<file path="src/rtl/cpu_sequencer.sv">
// rtl/cpu_sequencer.sv - multi-cycle fetch/decode/execute sequencer for the 8-bit CPU
// Optional illegal-opcode trap (adds illegal_op port): define ILLEGAL_TRAP_EN.
module cpu_sequencer #(
    parameter int              PC_W     = 8,
    parameter logic [PC_W-1:0] RESET_PC = '0
) (
    input  logic            clk,
    input  logic            rst_n,
    input  logic            run,
    output logic [PC_W-1:0] rom_addr,
    output logic            rom_req,
    input  logic [7:0]      rom_data,
    input  logic            rom_valid,
    output logic [15:0]     instr,
    input  logic [3:0]      opcode,
    input  logic            zero_flag,
    output logic            alu_en,
    output logic            rf_we,
    output logic [1:0]      rf_wsel,
    output logic            mem_req,
    output logic            mem_we,
    input  logic            mem_ready,
`ifdef ILLEGAL_TRAP_EN
    output logic            illegal_op,
`endif
    output logic            halted
);

    localparam logic [3:0] OP_NOP = 4'h0, OP_ADD = 4'h1, OP_SUB = 4'h2, OP_ORR = 4'h3;
    localparam logic [3:0] OP_XORR = 4'h4, OP_LD = 4'h5, OP_ST = 4'h6, OP_JMP = 4'h7;
    localparam logic [3:0] OP_BEQ = 4'h8, OP_LDI = 4'h9, OP_NOTI = 4'hA, OP_HLT = 4'hB;

    localparam logic [1:0] WSEL_ALU = 2'd0, WSEL_MEM = 2'd1, WSEL_IMM = 2'd2;

    typedef enum logic [2:0] {
        S_IDLE, S_FETCH_LO, S_FETCH_HI, S_DECODE, S_EXECUTE, S_MEM, S_WRITEBACK, S_HALT
    } state_t;

    state_t          state;
    logic [PC_W-1:0] pc;
    logic [PC_W-1:0] target;
    logic            is_alu;

    assign target   = PC_W'(instr[15:8]);
    assign rom_addr = (state == S_FETCH_HI) ? pc + PC_W'(1) : pc;
    assign is_alu   = (opcode == OP_ADD) || (opcode == OP_SUB) || (opcode == OP_ORR) ||
                      (opcode == OP_XORR) || (opcode == OP_NOTI);

    // Strobes are registered: each transition loads the outputs of the state being entered.
    always_ff @(posedge clk or negedge rst_n) begin
        if (!rst_n) begin
            state   <= S_IDLE;
            pc      <= RESET_PC;
            instr   <= '0;
            rom_req <= 1'b0;
            alu_en  <= 1'b0;
            rf_we   <= 1'b0;
            rf_wsel <= WSEL_ALU;
            mem_req <= 1'b0;
            mem_we  <= 1'b0;
            halted  <= 1'b0;
`ifdef ILLEGAL_TRAP_EN
            illegal_op <= 1'b0;
`endif
        end else begin
            alu_en <= 1'b0;
            rf_we  <= 1'b0;
            case (state)
                S_IDLE: begin
                    if (run) begin
                        state   <= S_FETCH_LO;
                        rom_req <= 1'b1;
                    end
                end
                S_FETCH_LO: begin
                    if (rom_valid) begin
                        instr[7:0] <= rom_data;
                        state      <= S_FETCH_HI;
                    end
                end
                S_FETCH_HI: begin
                    if (rom_valid) begin
                        instr[15:8] <= rom_data;
                        rom_req     <= 1'b0;
                        state       <= S_DECODE;
                    end
                end
                S_DECODE: begin
                    pc     <= pc + PC_W'(2);
                    alu_en <= is_alu;
                    state  <= S_EXECUTE;
                end
                S_EXECUTE: begin
                    if (is_alu) begin
                        rf_we   <= 1'b1;
                        rf_wsel <= WSEL_ALU;
                        state   <= S_WRITEBACK;
                    end else begin
                        case (opcode)
                            OP_LDI: begin
                                rf_we   <= 1'b1;
                                rf_wsel <= WSEL_IMM;
                                state   <= S_WRITEBACK;
                            end
                            OP_LD, OP_ST: begin
                                mem_req <= 1'b1;
                                mem_we  <= (opcode == OP_ST);
                                state   <= S_MEM;
                            end
                            OP_JMP: begin
                                pc      <= target;
                                rom_req <= 1'b1;
                                state   <= S_FETCH_LO;
                            end
                            OP_BEQ: begin
                                if (zero_flag) pc <= target;
                                rom_req <= 1'b1;
                                state   <= S_FETCH_LO;
                            end
                            OP_HLT: begin
                                halted <= 1'b1;
                                state  <= S_HALT;
                            end
`ifdef ILLEGAL_TRAP_EN
                            4'hC, 4'hD, 4'hE, 4'hF: begin
                                halted     <= 1'b1;
                                illegal_op <= 1'b1;
                                state      <= S_HALT;
                            end
`endif
                            default: begin
                                rom_req <= 1'b1;
                                state   <= S_FETCH_LO;
                            end
                        endcase
                    end
                end
                S_MEM: begin
                    if (mem_ready) begin
                        mem_req <= 1'b0;
                        mem_we  <= 1'b0;
                        if (mem_we) begin
                            rom_req <= 1'b1;
                            state   <= S_FETCH_LO;
                        end else begin
                            rf_we   <= 1'b1;
                            rf_wsel <= WSEL_MEM;
                            state   <= S_WRITEBACK;
                        end
                    end
                end
                S_WRITEBACK: begin
                    rom_req <= 1'b1;
                    state   <= S_FETCH_LO;
                end
                default: state <= S_HALT;
            endcase
        end
    end

endmodule

</file>
<file path="config.mk">
export PLATFORM = sky130hd
export DESIGN_NAME = cpu_sequencer
export DESIGN_NICKNAME = d
export VERILOG_FILES = /design/src/rtl/cpu_sequencer.sv
export SDC_FILE = /design/constraint.sdc
export NUM_CORES = 1
export LEC_CHECK = 0
export BUFFER_PORTS_ARGS = -buffer_cell sky130_fd_sc_hd__buf_2
export CAP_MARGIN = 20
export CELL_PAD_IN_SITES_DETAIL_PLACEMENT = 2
export CELL_PAD_IN_SITES_GLOBAL_PLACEMENT = 2
export CORE_MARGIN = 1.5
export CORE_UTILIZATION = 30
export DETAILED_ROUTE_END_ITERATION = 7
export PLACE_DENSITY_LB_ADDON = 0.1
export SYNTH_ARGS = -nofsm -noshare
export SYNTH_HDL_FRONTEND = slang
export SYNTH_SLANG_ARGS = --single-unit
</file>
<file path="constraint.sdc">
create_clock -name clk -period 4.55 [get_ports clk]
set_input_delay 1.365 -clock clk [delete_from_list [all_inputs] [get_ports clk]]
set_output_delay 1.365 -clock clk [all_outputs]
set_load 0.05 [all_outputs]
</file>
== Word-level counts from Yosys, hierarchy flattened ==
Cells that the tools add are included.
Storage, ports and cells
  bits in registers: 35
  output and inout bits: 32
  bits of input ports: 18
  word-level logic and storage cells: 99
Cells by class
  bitwise gates (word level): 1
  add/sub/neg operators: 2
  reductions and logical operators: 18
  multiplexer cells: 38
  eq/ne operators: 29
Operators with widths (count)
  $pmux W8 S2: 2
  $mux W8: 3
  $pmux W3 S7: 1
  $mux W3: 6
  $eq A4 B3 Y1 const B: 4
  $eq A4 B4 Y1 const B: 4
  $mux W1: 16
  $ne A2 B2 Y1 const B: 8
  $reduce_and A4 Y1: 4
  $eq A3 B3 Y1 const B: 3
  $pmux W3 S3: 1
  $add A8 B1 Y8 const B: 1
  $add A8 B2 Y8 const B: 1
  $eq A4 B2 Y1 const B: 2
  $mux W2: 4
  $reduce_and A7 Y1: 1
  $eq A3 B2 Y1 const B: 2
  $ne A3 B2 Y1 const B: 2
  $pmux W1 S2: 3
  $pmux W1 S5: 1
  $reduce_bool A5 Y1: 1
  $eq A4 B1 Y1 const B: 1
  $logic_or A1 B1 Y1: 4
  $pmux W2 S2: 1
  10 further kinds: 12

== Logic depth before layout (Yosys ltp) ==
  depth after elaboration: 7
  depth in mapped cells: 7

== Worst setup path after synthesis ==
No wires, ideal clock.
  path type: reg2out
  start: register state[2]
  end: output port rom_addr[6]
  arrival: 1940 ps
  stages on the path, launching flop included: 8
  setup slack: 1245 ps
  cells stage by stage: dfrtp_1 -> buf_4 -> nor2b_2 -> and2_1 -> buf_6 -> nand4_1 -> nor2_1 -> xor2_1
On the way
  cells in the longest elaborated chain, start to end: 2
Ends and longest elaborated chain
  start, declared: line 39  | state_t state;
  start signal, assigned: line 52  | state <= S_IDLE;
  start signal, assigned: line 71  | state <= S_FETCH_LO;
  start signal, assigned: line 78  | state <= S_FETCH_HI;
  $eq A3 B2 Y1: line 45  | assign rom_addr = (state == S_FETCH_HI) ? pc + PC_W'(1) : pc;
  $mux W8: line 45
  end, declared: line 10  | output logic [PC_W-1:0] rom_addr,
No other way between the ends.

== Worst setup path after layout ==
  start: register state[1]
  end: output port rom_addr[6]
The elaborated chain is that of the path after synthesis.

==> impl_metrics.ini <==
[place]
io_buffers = 49
place.gp.congestion = 0.712
placed_cells = 312
hpwl_mm = 3.84
dpl_worst_slack_ps = 1280

[worst_setup_path]
crit_path_start_kind = register
path_cells = nor2b_2 -> and2_1 -> nand4_1 -> nor2_1 -> xor2_1 -> buf_2
path_max_fanout = 12
worstPathArrival_ps = 2230
worstPathRequired_ps = 3180
slowest_stage = dfrtp_1
worst-setup-path-type = register to output pin
worst-r2r-cell-count = 5
timing.rr.end = pc[1]
ff2ff_setup_slack_ps = 2330
reg2reg_from = state[1]
cp_slowest_stage_delay_ps = 560
cp-end-kind = output pin

[layout]
drive_gt1_share_pct = 35.8
nets = 262
stdcell_count = 320
diodes = 0
area_delta_synth_final_pct = 19.9
fillers = 719

[logic_synthesis]
ys_seq_area_share_pct = 45.2
syn-num-nets = 216
synth.area.top_cells = dfrtp_1 (45%), mux2_2 (9.3%), a21oi_1 (4.4%)
synth_warnings = 0
synth.distinct_cells = 49
syn_avg_cell_area_sq_um = 9.88
netlist_instances = 196
synth_seq_cells = 35
async_reset_ff_share_pct = 100
synth_top_area_share_pct = 45.2
synth_enable_flop_cells = 0
synth_top_cell_by_area = dfrtp_1
synthFlopType = dfrtp_1
syn_area_sq_um = 1940

[drt]
vias_per_cell = 5.06
wl_mm = 5.39
dr.pass1.iters = 4
drt-initial-drc-count = 57
drc = 0
ant_nets = 0
vias = 1619
avgRoutedWirePerCell_um = 16.8

[sta]
finalWorstSetupSlack_ps = 959
slew_headroom_pct = 35.1
maxSlewViolCount = 0
rsz0062_at_grt = no
hold_viol = 0
fin_crit_ps = 3590
skew_ps = 4.36
clock.fmax_mhz = 278
setup-tns-final_ps = 0
worstMarginPinSlew_ps = 969
fin_crit_sh_pct = 78.9
setup_viol = 0

[cts]
clock_sinks = 35
cts_root_buf = clkbuf_8
insertion_delay_ps = 300
clk_pin_slew_ps = 80
htreeDepth = 2
cts.path.max_buffers = 2
hold_buffers = 0
cts_tree = yes
post_cts_buffers = 0
cts_resized = 0
cts_buffers = 5

[worst_hold_path]
hold_class = register to register
whs_path_depth = 1
worst_hold_path.endpoint = halted
min-delay-start = halted

[die]
die_h_um = 83.4
start_util_pct = 30.9
dieArea_sq_um = 6950
core_area_sq_um = 6280
num_io_pins = 50
num_rows = 29
die_w_um = 83.4

[outcome]
status = finished clean

[grt]
grt_pass1_wl_mm = 9.12
grt_overflow_total = 0
grt_pass1_vias = 1724
track_usage_pct = 16.6
grt_max_degree = 36
grt_antenna_before_repair = 0

[pwr]
ir_drop_v = 0.000374
leakagePower_nw = 1.07
powerDensity_nw_per_um2 = 885

[flow_run]
drv_cap = 0
-- report_power, final --
part	total (mW)	switching (mW)	internal, mW
clock network	0.293	0.130	0.163
logic	1.16	0.819	0.336
registers	0.606	0.151	0.456
-- metrics by stage --
step           hold WS (ps)  utilization, %  cell area, sq um  power, mW
6_report                479            37.0              2320       2.05
5_1_grt                 533            37.0              2320       2.19
4_1_cts                 494            37.0              2320       2.08
3_5_place_dp            463            35.2              2210       1.78
3_3_place_gp            470            35.2              2210       1.76
2_1_floorplan           528               -              1940       1.51
-- cells in the mapped netlist (2+ instances only) --
cell type and instances:
nor2_2 2, nor2_1 17, a21oi_1 17, and2_1 2
xor2_1 3, o21ai_0 12, mux2_2 16, dfrtp_1 35
ha_1 2, buf_2 4, o31ai_1 3, mux2_4 2
a31oi_1 3, and3_1 2, nand3_1 9, o22ai_1 2
xnor2_1 4, clkbuf_1 2, buf_6 3, inv_1 2
a22o_1 2, o21ai_2 2, or3_1 3, nand2_1 17
buf_4 2, nand2b_1 5
-- flip-flops by register name, indices dropped and copies added, names as in the netlist --
name	cells
state	3
alu_en	1
halted	1
rom_req	1
rf_we	1
mem_we	1
pc	8
rf_wsel	2
mem_req	1
instr	16
-- cells by family (layout without fill, tap and decap cells) --
group	Yosys count	count (layout)	share of synthesized area (%)
adder cells (fa/ha/maj)	2	2	1.29
AO/OA/AOI/OAI	50	50	15.8
multiplexers	19	19	11.4
flip-flops	35	35	45.2
XOR/XNOR	7	7	3.17
AND/OR/NAND/NOR	69	69	18.6
buffers and inverters	14	61	4.52
-- worst max-delay path by stage --
| stage | endpoint | from | slack [ps] | cells after the start |
|---|---|---|---|---|
| global route | rom_addr[6] | state[1] | 760 | 6 |
| floorplan | rom_addr[6] | state[2] | 1250 | 7 |
| detailed placement | rom_addr[6] | state[1] | 1280 | 6 |
| finish | rom_addr[6] | state[1] | 960 | 6 |
| CTS | rom_addr[6] | state[1] | 940 | 6 |
| global placement | rom_addr[6] | state[1] | 1350 | 6 |
-- placed cells by master (no fill, tap or decap), types with 2 or more instances in the layout --
cell type / count
a21oi_1: 17
a22o_1: 2
a31oi_1: 3
and2_1: 2
and3_1: 2
buf_2: 49
clkbuf_8: 5
dfrtp_1: 35
ha_1: 2
inv_1: 2
mux2_2: 16
mux2_4: 2
nand2_1: 17
nand2b_1: 5
nand3_1: 9
nor2_1: 17
nor2_2: 2
o21ai_0: 12
o21ai_2: 2
o22ai_1: 2
o31ai_1: 3
or3_1: 3
xnor2_1: 4
xor2_1: 3
-- per-layer routing --
metal	part of all wire [%]	track usage (%)
met1	53	25.2
met2	42	23.5
met3	3.4	3.08
met4	1.5	5.45
met5	0	0
-- worst max-delay path, delay by kind of cell (launching register included) --
kind	cells	cell delay, ps
AND/OR/NAND/NOR	4	960
flip-flops	1	560
buffers and inverters	1	270
XOR/XNOR	1	150
-- final cells by class --
class	instances	area [sq um]	share of cell area, %
clock buffer	5	68.8	2.96
clock inverter	3	43.8	1.89
tap	77	96.3	4.15
inverter	3	11.3	0.485
sequential	35	876	37.7
timing repair buffer	50	253	10.9
multi-input combinational	147	973	41.9
(Power assumes the default switching activity.)
